**src/rtl/fetch_pc_gen.sv**
```systemverilog
`default_nettype none
// ============================================================================
// Module   : fetch_pc_gen
// Brief    : IF-stage PC generator with predictor hookup and ID fetch queue.
// Revision : 1.0
// ============================================================================
module fetch_pc_gen #(
    parameter logic [31:0] RESET_PC    = 32'h8000_0000,
    parameter int          FQ_DEPTH    = 4,
    parameter int          FQ_PTR_BITS = 2
) (
    input  logic        clk,
    input  logic        reset,
    output logic [31:0] bpu_pc,
    input  logic        bpu_taken,
    input  logic [31:0] bpu_target,
    output logic        imem_req_valid,
    input  logic        imem_req_ready,
    output logic [31:0] imem_req_addr,
    input  logic        imem_resp_valid,
    input  logic [31:0] imem_resp_data,
    input  logic        ex_redirect,
    input  logic [31:0] ex_redirect_pc,
    output logic        id_valid,
    input  logic        id_ready,
    output logic [31:0] id_pc,
    output logic [31:0] id_inst,
    output logic        id_pred_taken,
    output logic [31:0] id_pred_target,
    output logic [31:0] flush_count
);

    localparam logic [FQ_PTR_BITS:0] c_FQ_FULL = (FQ_PTR_BITS+1)'(FQ_DEPTH);

    typedef enum logic [1:0] {
        S_IDLE = 2'd0,
        S_REQ  = 2'd1,
        S_WAIT = 2'd2,
        S_DROP = 2'd3
    } state_t;

    state_t                 r_state;
    state_t                 w_state_nxt;
    logic [31:0]            r_pc;
    logic [31:0]            r_pend_pc;
    logic                   r_pend_taken;
    logic [31:0]            r_pend_target;
    logic [31:0]            r_flush_count;
    logic [FQ_PTR_BITS-1:0] r_head;
    logic [FQ_PTR_BITS-1:0] r_tail;
    logic [FQ_PTR_BITS:0]   r_count;

    logic [31:0]            r_fq_pc     [FQ_DEPTH];
    logic [31:0]            r_fq_inst   [FQ_DEPTH];
    logic                   r_fq_taken  [FQ_DEPTH];
    logic [31:0]            r_fq_target [FQ_DEPTH];

    logic                   w_req_valid;
    logic                   w_hs;
    logic                   w_push;
    logic                   w_pop;
    logic                   w_unused_redir_lsb;

    // Request gating depends only on registered state, never on id_ready.
    assign w_req_valid = (r_state == S_REQ) && (r_count < c_FQ_FULL);
    assign w_hs        = w_req_valid && imem_req_ready;
    assign w_push      = (r_state == S_WAIT) && imem_resp_valid && !ex_redirect;
    assign w_pop       = (r_count != '0) && id_ready && !ex_redirect;
    assign w_unused_redir_lsb = ^ex_redirect_pc[1:0];

    assign bpu_pc         = r_pc;
    assign imem_req_addr  = r_pc;
    assign imem_req_valid = w_req_valid;
    assign flush_count    = r_flush_count;
    assign id_valid       = (r_count != '0);
    assign id_pc          = r_fq_pc[r_head];
    assign id_inst        = r_fq_inst[r_head];
    assign id_pred_taken  = r_fq_taken[r_head];
    assign id_pred_target = r_fq_target[r_head];

    always_comb begin
        w_state_nxt = r_state;
        if (ex_redirect) begin
            case (r_state)
                S_IDLE:  w_state_nxt = S_REQ;
                S_REQ:   w_state_nxt = w_hs ? S_DROP : S_REQ;
                S_WAIT:  w_state_nxt = imem_resp_valid ? S_REQ : S_DROP;
                S_DROP:  w_state_nxt = imem_resp_valid ? S_REQ : S_DROP;
                default: w_state_nxt = S_IDLE;
            endcase
        end else begin
            case (r_state)
                S_IDLE:  w_state_nxt = S_REQ;
                S_REQ:   w_state_nxt = w_hs ? S_WAIT : S_REQ;
                S_WAIT:  w_state_nxt = imem_resp_valid ? S_REQ : S_WAIT;
                S_DROP:  w_state_nxt = imem_resp_valid ? S_REQ : S_DROP;
                default: w_state_nxt = S_IDLE;
            endcase
        end
    end

    always_ff @(posedge clk) begin
        if (reset) begin
            r_state       <= S_IDLE;
            r_pc          <= RESET_PC;
            r_pend_pc     <= '0;
            r_pend_taken  <= 1'b0;
            r_pend_target <= '0;
            r_flush_count <= '0;
            r_head        <= '0;
            r_tail        <= '0;
            r_count       <= '0;
        end else begin
            r_state <= w_state_nxt;
            if (w_hs) begin
                r_pend_pc     <= r_pc;
                r_pend_taken  <= bpu_taken;
                r_pend_target <= bpu_target;
            end
            if (ex_redirect) begin
                r_pc          <= {ex_redirect_pc[31:2], 2'b00};
                r_flush_count <= r_flush_count + 32'd1;
                r_head        <= '0;
                r_tail        <= '0;
                r_count       <= '0;
            end else begin
                if (w_hs) begin
                    r_pc <= bpu_taken ? bpu_target : r_pc + 32'd4;
                end
                if (w_push) begin
                    r_tail <= r_tail + 1'b1;
                end
                if (w_pop) begin
                    r_head <= r_head + 1'b1;
                end
                case ({w_push, w_pop})
                    2'b10:   r_count <= r_count + 1'b1;
                    2'b01:   r_count <= r_count - 1'b1;
                    default: r_count <= r_count;
                endcase
            end
        end
    end

    // Queue storage carries no reset; validity is tracked by r_count alone.
    always_ff @(posedge clk) begin
        if (w_push) begin
            r_fq_pc[r_tail]     <= r_pend_pc;
            r_fq_inst[r_tail]   <= imem_resp_data;
            r_fq_taken[r_tail]  <= r_pend_taken;
            r_fq_target[r_tail] <= r_pend_target;
        end
    end

endmodule
`default_nettype wire
```
**config.mk**
```make
export PLATFORM = sky130hd
export DESIGN_NAME = fetch_pc_gen
export DESIGN_NICKNAME = d
export VERILOG_FILES = /design/src/rtl/fetch_pc_gen.sv
export SDC_FILE = /design/constraint.sdc
export NUM_CORES = 1
export LEC_CHECK = 0
export ABC_AREA = 1
export CAP_MARGIN = 20
export CORE_ASPECT_RATIO = 0.6
export CORE_MARGIN = 3
export CORE_UTILIZATION = 55
export DETAILED_ROUTE_END_ITERATION = 10
export GPL_TIMING_DRIVEN = 0
export PLACE_DENSITY = 0.83
export SYNTH_ARGS = -nofsm -noshare
export SYNTH_HDL_FRONTEND = slang
export SYNTH_SLANG_ARGS = --single-unit
```
**constraint.sdc**
```tcl
create_clock -name clk -period 8.6 [get_ports clk]
set_clock_uncertainty 0.15 [all_clocks]
set_input_delay 2.15 -clock clk [delete_from_list [all_inputs] [get_ports clk]]
set_output_delay 2.15 -clock clk [all_outputs]
set_load 0.01 [all_outputs]
```
# After elaboration in Yosys (flattened, before gate mapping)
# Memories as Yosys holds them, arrays and structs flattened. A register that Yosys moved wholly into a read port is not among the register bits.
# Cells that the tools add are included.
[word_totals]
register_bits = 138
latchBits = 0
mem_bits_rw = 388
rom_bits = 0
in_bits = 103
output_inout_bits = 195
mem_count = 4
[classes]
addsub = 6
mul = 0
div = 0
n_lt_le_gt_ge = 1
eq_ne = 5
shifts = 0
n_mux = 21
bitwise = 0
n_reduce_logical = 13
[mem_list]
columns = ["memory", "words", "word_bits", "rd", "rd_clocked_by_memory_dff", "write_ports", "line", "source"]
rows = [
  ["r_fq_inst", 4, 32, 1, 1, 1, "54", "logic [31:0] r_fq_inst [FQ_DEPTH];"],
  ["r_fq_pc", 4, 32, 1, 1, 1, "53", "logic [31:0] r_fq_pc [FQ_DEPTH];"],
  ["r_fq_target", 4, 32, 1, 1, 1, "56", "logic [31:0] r_fq_target [FQ_DEPTH];"],
  ["r_fq_taken", 4, 1, 1, 1, 1, "55", "logic r_fq_taken [FQ_DEPTH];"],
]
[ops]
columns = ["op", "n"]
rows = [
  ["two-way mux 32 bit", 3],
  ["adder 32 x 1 -> 32 bit, second input constant", 1],
  ["adder 32 x 3 -> 32 bit, second input constant", 1],
  ["two-way mux 2 bit", 13],
  ["case mux 2 bit (4 select lines)", 1],
  ["equality test 2 bit, second input constant", 3],
  ["logical AND 1 bit", 6],
  ["case mux 2 bit (3 select lines)", 1],
  ["case mux 3 bit (2 select lines)", 1],
  ["adder 2 x 1 -> 2 bit, second input constant", 2],
  ["equality test 2 x 1 -> 1 bit, second input constant", 2],
  ["nonzero test 2 bit", 2],
  ["OR reduction 2 bit", 2],
  ["adder 3 x 1 -> 3 bit, second input constant", 1],
  ["< comparator 3 bit, second input constant", 1],
  ["nonzero test 3 bit", 1],
  ["subtractor 3 x 1 -> 3 bit, second input constant", 1],
  ["logical NOT 2 bit", 1],
  ["two-way mux 1 bit", 2],
  ["logical NOT 1 bit", 1],
]

# Longest topological paths before layout
# Gate-level depths: netlist of run 1.
[depth]
depth_word = 6
ltp_mapped = 11
ltp_nobuf = 10

# Least setup slack after synthesis of run 1
# OpenSTA, ideal clock, no wires.
[synth_path]
path_kind = "input-to-reg"
startpoint = "input port ex_redirect"
endpoint = "memory r_fq_inst[0][0] (enable)"
setup_ns = 0.554
arrival_ns = 6.692
required_ns = 7.896
path_slack_ns = 1.204
stages = 4
n_path_buf = 1
path_cell_list = "buf_4 -> inv_8 -> nand4_1 -> nor2_1"
[synth_via]
elab_chain_cells = 4
[synth_lines]
columns = ["element", "line", "source"]
rows = [
  ["start, declared", "22", "input logic ex_redirect,"],
  ["logical NOT 1 bit", "67", "assign w_push = (r_state == S_WAIT) && imem_resp_valid && !ex_redirect;"],
  ["logical AND 1 bit", "67", ""],
  ["two-way mux 1 bit", "147", "if (w_push) begin"],
  ["two-way mux 1 bit (implied by the code)", "149", "r_fq_inst[r_tail] <= imem_resp_data;"],
  ["end, declared", "54", ""],
]
# Every way passes these cells.

==> results of run 1 <==
## registers in the layout (all words and copies together) (netlist names), named ones only
signal / flops
r_fq_inst: 128
r_fq_pc: 128
r_fq_target: 128
flush_count: 32
r_pend_pc: 32
r_pend_target: 32
bpu_pc: 30
r_fq_taken: 4
r_count: 3
r_head: 2
r_state: 2
r_tail: 2
r_pend_taken: 1
## synthesized netlist by cell type, types with 2 or more instances
library cell,count
nor2_1,409
nor3b_2,2
nand2_4,3
xor2_1,6
nor2_8,3
buf_1,2
o21ai_0,303
a21oi_1,77
a22oi_1,2
nand2_1,212
nor2_2,10
inv_1,93
nand2_2,3
nand3b_1,4
nand4_1,7
nor3_1,15
o21a_1,3
o22ai_1,97
nor2_4,2
o21ai_1,5
inv_2,4
buf_2,19
ha_1,7
buf_4,35
nand3_1,54
buf_6,2
edfxtp_1,388
o211ai_1,6
dfxtp_1,140
a31oi_1,5
xnor2_1,2
clkbuf_1,78
## final timing paths
kind	start	end	slack, ps	cells past startpoint
setup / recovery	register	id_pc[11]	2760	7
hold / removal	r_pend_pc[19]$_SDFFE_PP0P_	r_fq_pc[3][19]$_DFFE_PP_	330	0
setup reg to reg	r_state[1]$_SDFF_PP0_	r_fq_pc[3][16]$_DFFE_PP_	5310	5
hold reg to reg	r_pend_pc[19]$_SDFFE_PP0P_	r_fq_pc[3][19]$_DFFE_PP_	330	0
## layout by cell type (no fill, tap or decap), types with 54 or more instances in the layout
master	synthesis	final
a21oi_1	77	77
clkbuf_1	78	86
clkdlybuf4s50_1	0	293
dfxtp_1	140	140
edfxtp_1	388	388
inv_1	93	93
nand2_1	212	212
nand3_1	54	54
nor2_1	409	405
o21ai_0	303	303
o22ai_1	97	97
## layout make-up
| type | instances | area [µm²] |
|---|---|---|
| Tap cell | 513 | 641.9 |
| Clock inverter | 22 | 161.4 |
| Inverter | 98 | 375.4 |
| Buffer | 138 | 699.4 |
| Sequential cell | 528 | 14450 |
| Clock buffer | 62 | 1301 |
| Antenna cell | 7 | 17.52 |
| Timing Repair Buffer | 305 | 3173 |
| Multi-Input combinational cell | 1248 | 5927 |
| Fill cell | 2625 | 11300 |
## power groups by stage
stage / registers [mW] / clock network (mW) / logic, mW
finish: 2.83 / 2.04 / 0.294
global route: 2.83 / 2.15 / 0.315
CTS: 2.83 / 2.05 / 0.288
detailed placement: 2.89 / 0 / 0.285
global placement: 2.88 / 0 / 0.278
floorplan: 2.86 / 0 / 0.127
## stage by stage
step	TNS, ps	utilization, %	hold slack [ps]	cell area [µm²]
2_1_floorplan	0	-	285.7	21430
3_3_place_gp	-812860	65.69	302.4	25000
3_5_place_dp	0	66.40	322.7	25270
4_1_cts	0	70.25	323.9	26730
5_1_grt	0	70.29	348.9	26750
6_report	0	70.29	331.9	26750
## metal layers
layer  vias to the layer above  wire length (µm)
met2                      1088             29690
met5                         -                 0
met1                      8313             27070
met4                         0              2571
met3                       149              6858
li1                       7731                 -
## kinds of logic (layout without fill, tap and decap cells)
logic type / after synthesis / after routing / share of synthesized area (%)
fa+ha+maj: 8 / 8 / 0.5022
compound gates: 500 / 500 / 12.43
simple gates: 732 / 732 / 14.26
other cells: 0 / 7 / 0
flops: 528 / 528 / 67.46
xor+xnor: 8 / 8 / 0.3270
buf+inv: 236 / 625 / 5.016
## critical path: cells and delay by family (launching register included)
| family | cells | cell delay (ps) |
|---|---|---|
| compound gates | 2 | 540 |
| buf+inv | 5 | 1980 |
| flops | 1 | 450 |
==> results_dict.tcl, run 1 <==
set metrics [dict create \
    status "complete, no violations" \
    setup_slack_ps 2759 \
    ys_seq_elements 528 \
    grt_pass1_vias 16449 \
    max_clock_freq_mhz 171.2 \
    p_int_mw 4.033 \
    vias 17281 \
    maxCapViolations 0 \
    power.density_cell_area_mw_per_mm2 193.1 \
    layout.cells.non_filler 2921 \
    worstSetupPathType "register to output port" \
    power_mw 5.165 \
    cts-resized-gates 0 \
    met2_usage_pct 47.12 \
    gp_congestion 0.9922 \
    setup_viol 0 \
    max-clock-path-buffers 3 \
    drt_wl_total_um 66190 \
    ys_warn_count 0 \
    synth_area_mm2 0.02143 \
    dp_hpwl_um 46880 \
    use_met3_pct 4.958 \
    dr.pass1.iters 6 \
    crit_chain "buf_2 > inv_1 > buf_2 > clkbuf_1 > o21ai_0 > o22ai_1 > clkdlybuf4s50_1" \
    path_common_cell "buf_2" \
    pwr-share-seq_pct 54.8 \
    nets 2476 \
    area_delta_synth_final_pct 24.85 \
    finalHoldViolations 0 \
    numCtsBuffers 46 \
    grt_pass1_wl_um 99700 \
    synth_cells 2012 \
    die_x_um 260.8 \
    post_cts.repair.setup_buffers 0 \
    worst_pin_slew_ps 970.3 \
    place_ws_ps 3133 \
    post-place-cells 2830 \
    clkPwrFrac_pct 39.5 \
    cp_slowest_stage_delay_ps 630 \
    drc 0 \
    antenna_found_initial 7 \
    busiest_layer "met2" \
    period_minus_slack_ps 5841 \
    synth.yosys.seq_area_share_pct 67.46 \
    dieArea_mm2 0.04144 \
    htree_levels 2 \
    finalMaxSlewViolations 0 \
    start_util_pct 56.30 \
    yosysTopAreaCell "edfxtp_1" \
    netlist_top_cells_area "edfxtp_1 54%, dfxtp_1 13%, nor2_1 7.2%, o21ai_0 7.1%, nand2_1 3.7%" \
    use_met1_pct 46.89 \
    ys_types 46 \
    postCtsHoldBufs 0 \
    drt_iter0_drc 2253 \
    worstPathRequired_ps 6300 \
    slew_headroom_pct 35.16 \
    switching_share_pct 21.91 \
    cp_slowest_cell "clkdlybuf4s50_1" \
    synth_area_per_cell_um2 10.65 \
    root_buffer "clkbuf_16" \
    combPwrFrac_pct 5.7 \
    die_height_um 158.9 \
    row_count 55 \
    ir_drop_mv 0.1246 \
    period_share_pct 67.92 \
    via_per_inst 5.916 \
    tritoncts "yes" \
    ios 298 \
    cp_max_fo 10 \
    crit_arrival_ps 3540 \
    clkTransAtPathRegs_ps 70 \
    synth_edf_count 388 \
    synthFlopType "edfxtp_1" \
    insertion_delay_ps 570 \
    start_kind "register" \
    syn_nets 2123 \
    p_leak_nw 9.312 \
    io_buffer_count 293 \
    hold_path_class "register to register" \
    synth_top_area_share_pct 54.38 \
    fp.coreArea_mm2 0.03806 \
    grt_overflow 0 \
    grt_usage_pct 31.57 \
    antenna_left 0 \
    async_reset_ff_share_pct 0 \
    clock-sinks 528 \
    rsz0062_at_grt "no" \
    p_sw_mw 1.132 \
    wl_per_cell_um 22.66 \
    grt_max_degree 30 \
    drive_gt1_share_pct 7.164 \
    worstSetupEndpointType "output port" \
]
(Power assumes the default switching activity.)
==> inputs of run 2 (changes only) <==
==> constraint.sdc (replaced) <==
create_clock -name clk -period 6.1 [get_ports clk]
set_clock_uncertainty 0.15 [all_clocks]
set_input_delay 1.525 -clock clk [delete_from_list [all_inputs] [get_ports clk]]
set_output_delay 1.525 -clock clk [all_outputs]
set_load 0.01 [all_outputs]
==> results of run 2 <==
Same layout as run 1 (identical final DEF). Status: complete, no violations.
Main changes from that run: setup slack after placement 3133 ps -> 1258 ps; setup slack after layout 2759 ps -> 883.8 ps; register-to-register setup slack 5310 ps -> 2810 ps; total power 5.165 mW -> 7.281 mW; worst IR drop on VDD 0.1246 mV -> 0.1756 mV
==> inputs of run 3 (changes only) <==
--- a/config.mk
+++ b/config.mk
@@ -9,10 +9,10 @@
 export CAP_MARGIN = 20
 export CORE_ASPECT_RATIO = 0.6
 export CORE_MARGIN = 3
-export CORE_UTILIZATION = 55
+export CORE_UTILIZATION = 50
 export DETAILED_ROUTE_END_ITERATION = 10
 export GPL_TIMING_DRIVEN = 0
-export PLACE_DENSITY = 0.83
+export PLACE_DENSITY = 0.77
 export SYNTH_ARGS = -nofsm -noshare
 export SYNTH_HDL_FRONTEND = slang
 export SYNTH_SLANG_ARGS = --single-unit
==> run 3 against run 2 <==
Against the previous run: fmax rose by 0.75%; power increased by 3.9%; via count fell by 1.6%; largest cell class unchanged; routed wire length fell by 0.30%; cell area is 1.3% higher.
==> results_dict.tcl, run 3 (synthesis results as in run 1) <==
set metrics [dict create \
    worstSetupEndpointType "output port" \
    pwr-share-seq_pct 52.8 \
    crit_arrival_ps 3500 \
    setup_slack_ps 922.6 \
    drc 0 \
    post_cts.repair.setup_buffers 0 \
    via_per_inst 5.699 \
    grt_pass1_wl_um 98070 \
    antenna_left 0 \
    crit_family "buffers and inverters" \
    grt_max_degree 29 \
    fin_util_pct 64.36 \
    worstPathRequired_ps 4430 \
    start_kind "register" \
    path_common_cell "buf_2" \
    dp_hpwl_um 46920 \
    final_cell_mix "405 x nor2_1, 388 x edfxtp_1, 303 x o21ai_0" \
    p_sw_mw 1.651 \
    area_delta_synth_final_pct 26.44 \
    switching_share_pct 21.82 \
    cts-resized-gates 0 \
    hold_path_class "register to register" \
    top_regs "r_fq_inst (128), r_fq_pc (128), r_fq_target (128)" \
    finalHoldViolations 0 \
    wl_per_cell_um 22.11 \
    fp.coreArea_mm2 0.04209 \
    drive_gt1_share_pct 7.769 \
    power_mw 7.563 \
    period_minus_slack_ps 5177 \
    max_clock_freq_mhz 193.1 \
    grt_pass1_vias 16134 \
    maxCapViolations 0 \
    grt_overflow 0 \
    hold_ws_ps 357.3 \
    critical_path_buf_inv_count 5 \
    dieArea_mm2 0.04545 \
    finalMaxSlewViolations 0 \
    tritoncts "yes" \
    mostFrequentLayoutCell "nor2_1" \
    row_count 58 \
    htree_levels 2 \
    slew_headroom_pct 48.58 \
    nets 2479 \
    start_util_pct 50.90 \
    ios 298 \
    max-clock-path-buffers 3 \
    dr.pass1.iters 6 \
    ir_drop_mv 0.1964 \
    worst_pin_slew_ps 771.3 \
    layout.cells.non_filler 2985 \
    rsz0062_at_grt "no" \
    cp_max_fo 10 \
    place_ws_ps 1489 \
    cp_slowest_cell "clkdlybuf4s50_1" \
    drt_wl_total_um 65990 \
    io_buffer_count 293 \
    root_buffer "clkbuf_16" \
    vias 17013 \
    status "complete, no violations" \
    clkTransAtPathRegs_ps 70 \
    insertion_delay_ps 570 \
    post-place-cells 2889 \
    drt_iter0_drc 2179 \
    cp_slowest_stage_delay_ps 620 \
    clock-sinks 528 \
    combPwrFrac_pct 5.5 \
    die_height_um 166.3 \
    p_leak_nw 9.426 \
    antenna_found_initial 9 \
    p_int_mw 5.912 \
    crit_chain "buf_2 > inv_1 > buf_2 > clkbuf_1 > o21ai_0 > o22ai_1 > clkdlybuf4s50_1" \
    period_share_pct 84.88 \
    numCtsBuffers 47 \
    worstSetupPathType "register to output port" \
    die_x_um 273.2 \
    gp_congestion 0.9795 \
    setup_viol 0 \
    power.density_cell_area_mw_per_mm2 279.2 \
    postCtsHoldBufs 0 \
    clkPwrFrac_pct 41.7 \
    grt_usage_pct 28.40 \
]
==> run 3: changes by cell type in the layout (fill, tap and decap cells not counted), sizes merged <==
cell | before | now
clkinv | 20 | 8
clkinvlp | 0 | 3
bufinv | 2 | 3
clkbuf | 142 | 151
buf | 70 | 72
inv | 98 | 101
diode | 7 | 8
==> run 3: layout make-up <==
cell class	instances	area, µm²
inverter	98	375.4
antenna	8	20.02
multi-input combinational	1248	5927
buffer	138	699.4
clock inverter	17	201.4
tap	570	713.2
clock buffer	71	1471
fill	3274	15000
timing repair buffer	307	3228
sequential	528	14450
==> run 3: per-layer routing <==
metal,global-route usage (%),routed length (µm),vias up
met1,41.86,28240,8305
met4,9.154,1758,0
met3,4.924,6010,112
met5,0,0,-
li1,-,-,7735
met2,43.04,29990,861
==> run 3: final timing paths <==
path                                 start                     endpoint  slack, ps  depth (start not counted)
min          r_pend_target[2]$_SDFFE_PP0P_  r_fq_target[1][2]$_DFFE_PP_        360                          0
max                               register                    id_pc[11]        920                          7
max reg2reg          r_state[0]$_SDFF_PP0_     r_fq_pc[1][14]$_DFFE_PP_       3110                          6
min reg2reg  r_pend_target[2]$_SDFFE_PP0P_  r_fq_target[1][2]$_DFFE_PP_        360                          0
==> run 3: stage by stage <==
step                setup TNS [ps]  area, µm²
global route                     0      27090
detailed placement               0      25400
CTS                              0      27070
global placement          -1586830      25070
finish                           0      27090
floorplan                  -260390      21430
==> run 3: power by group through the flow <==
stage               Sequential [mW]  Clock [mW]  Combinational (mW)
finish                         3.99        3.16               0.414
global route                   4.00        3.34               0.444
detailed placement             4.07           0               0.404
floorplan                      4.04           0               0.179
global placement               4.06           0               0.395
CTS                            3.99        3.18               0.408
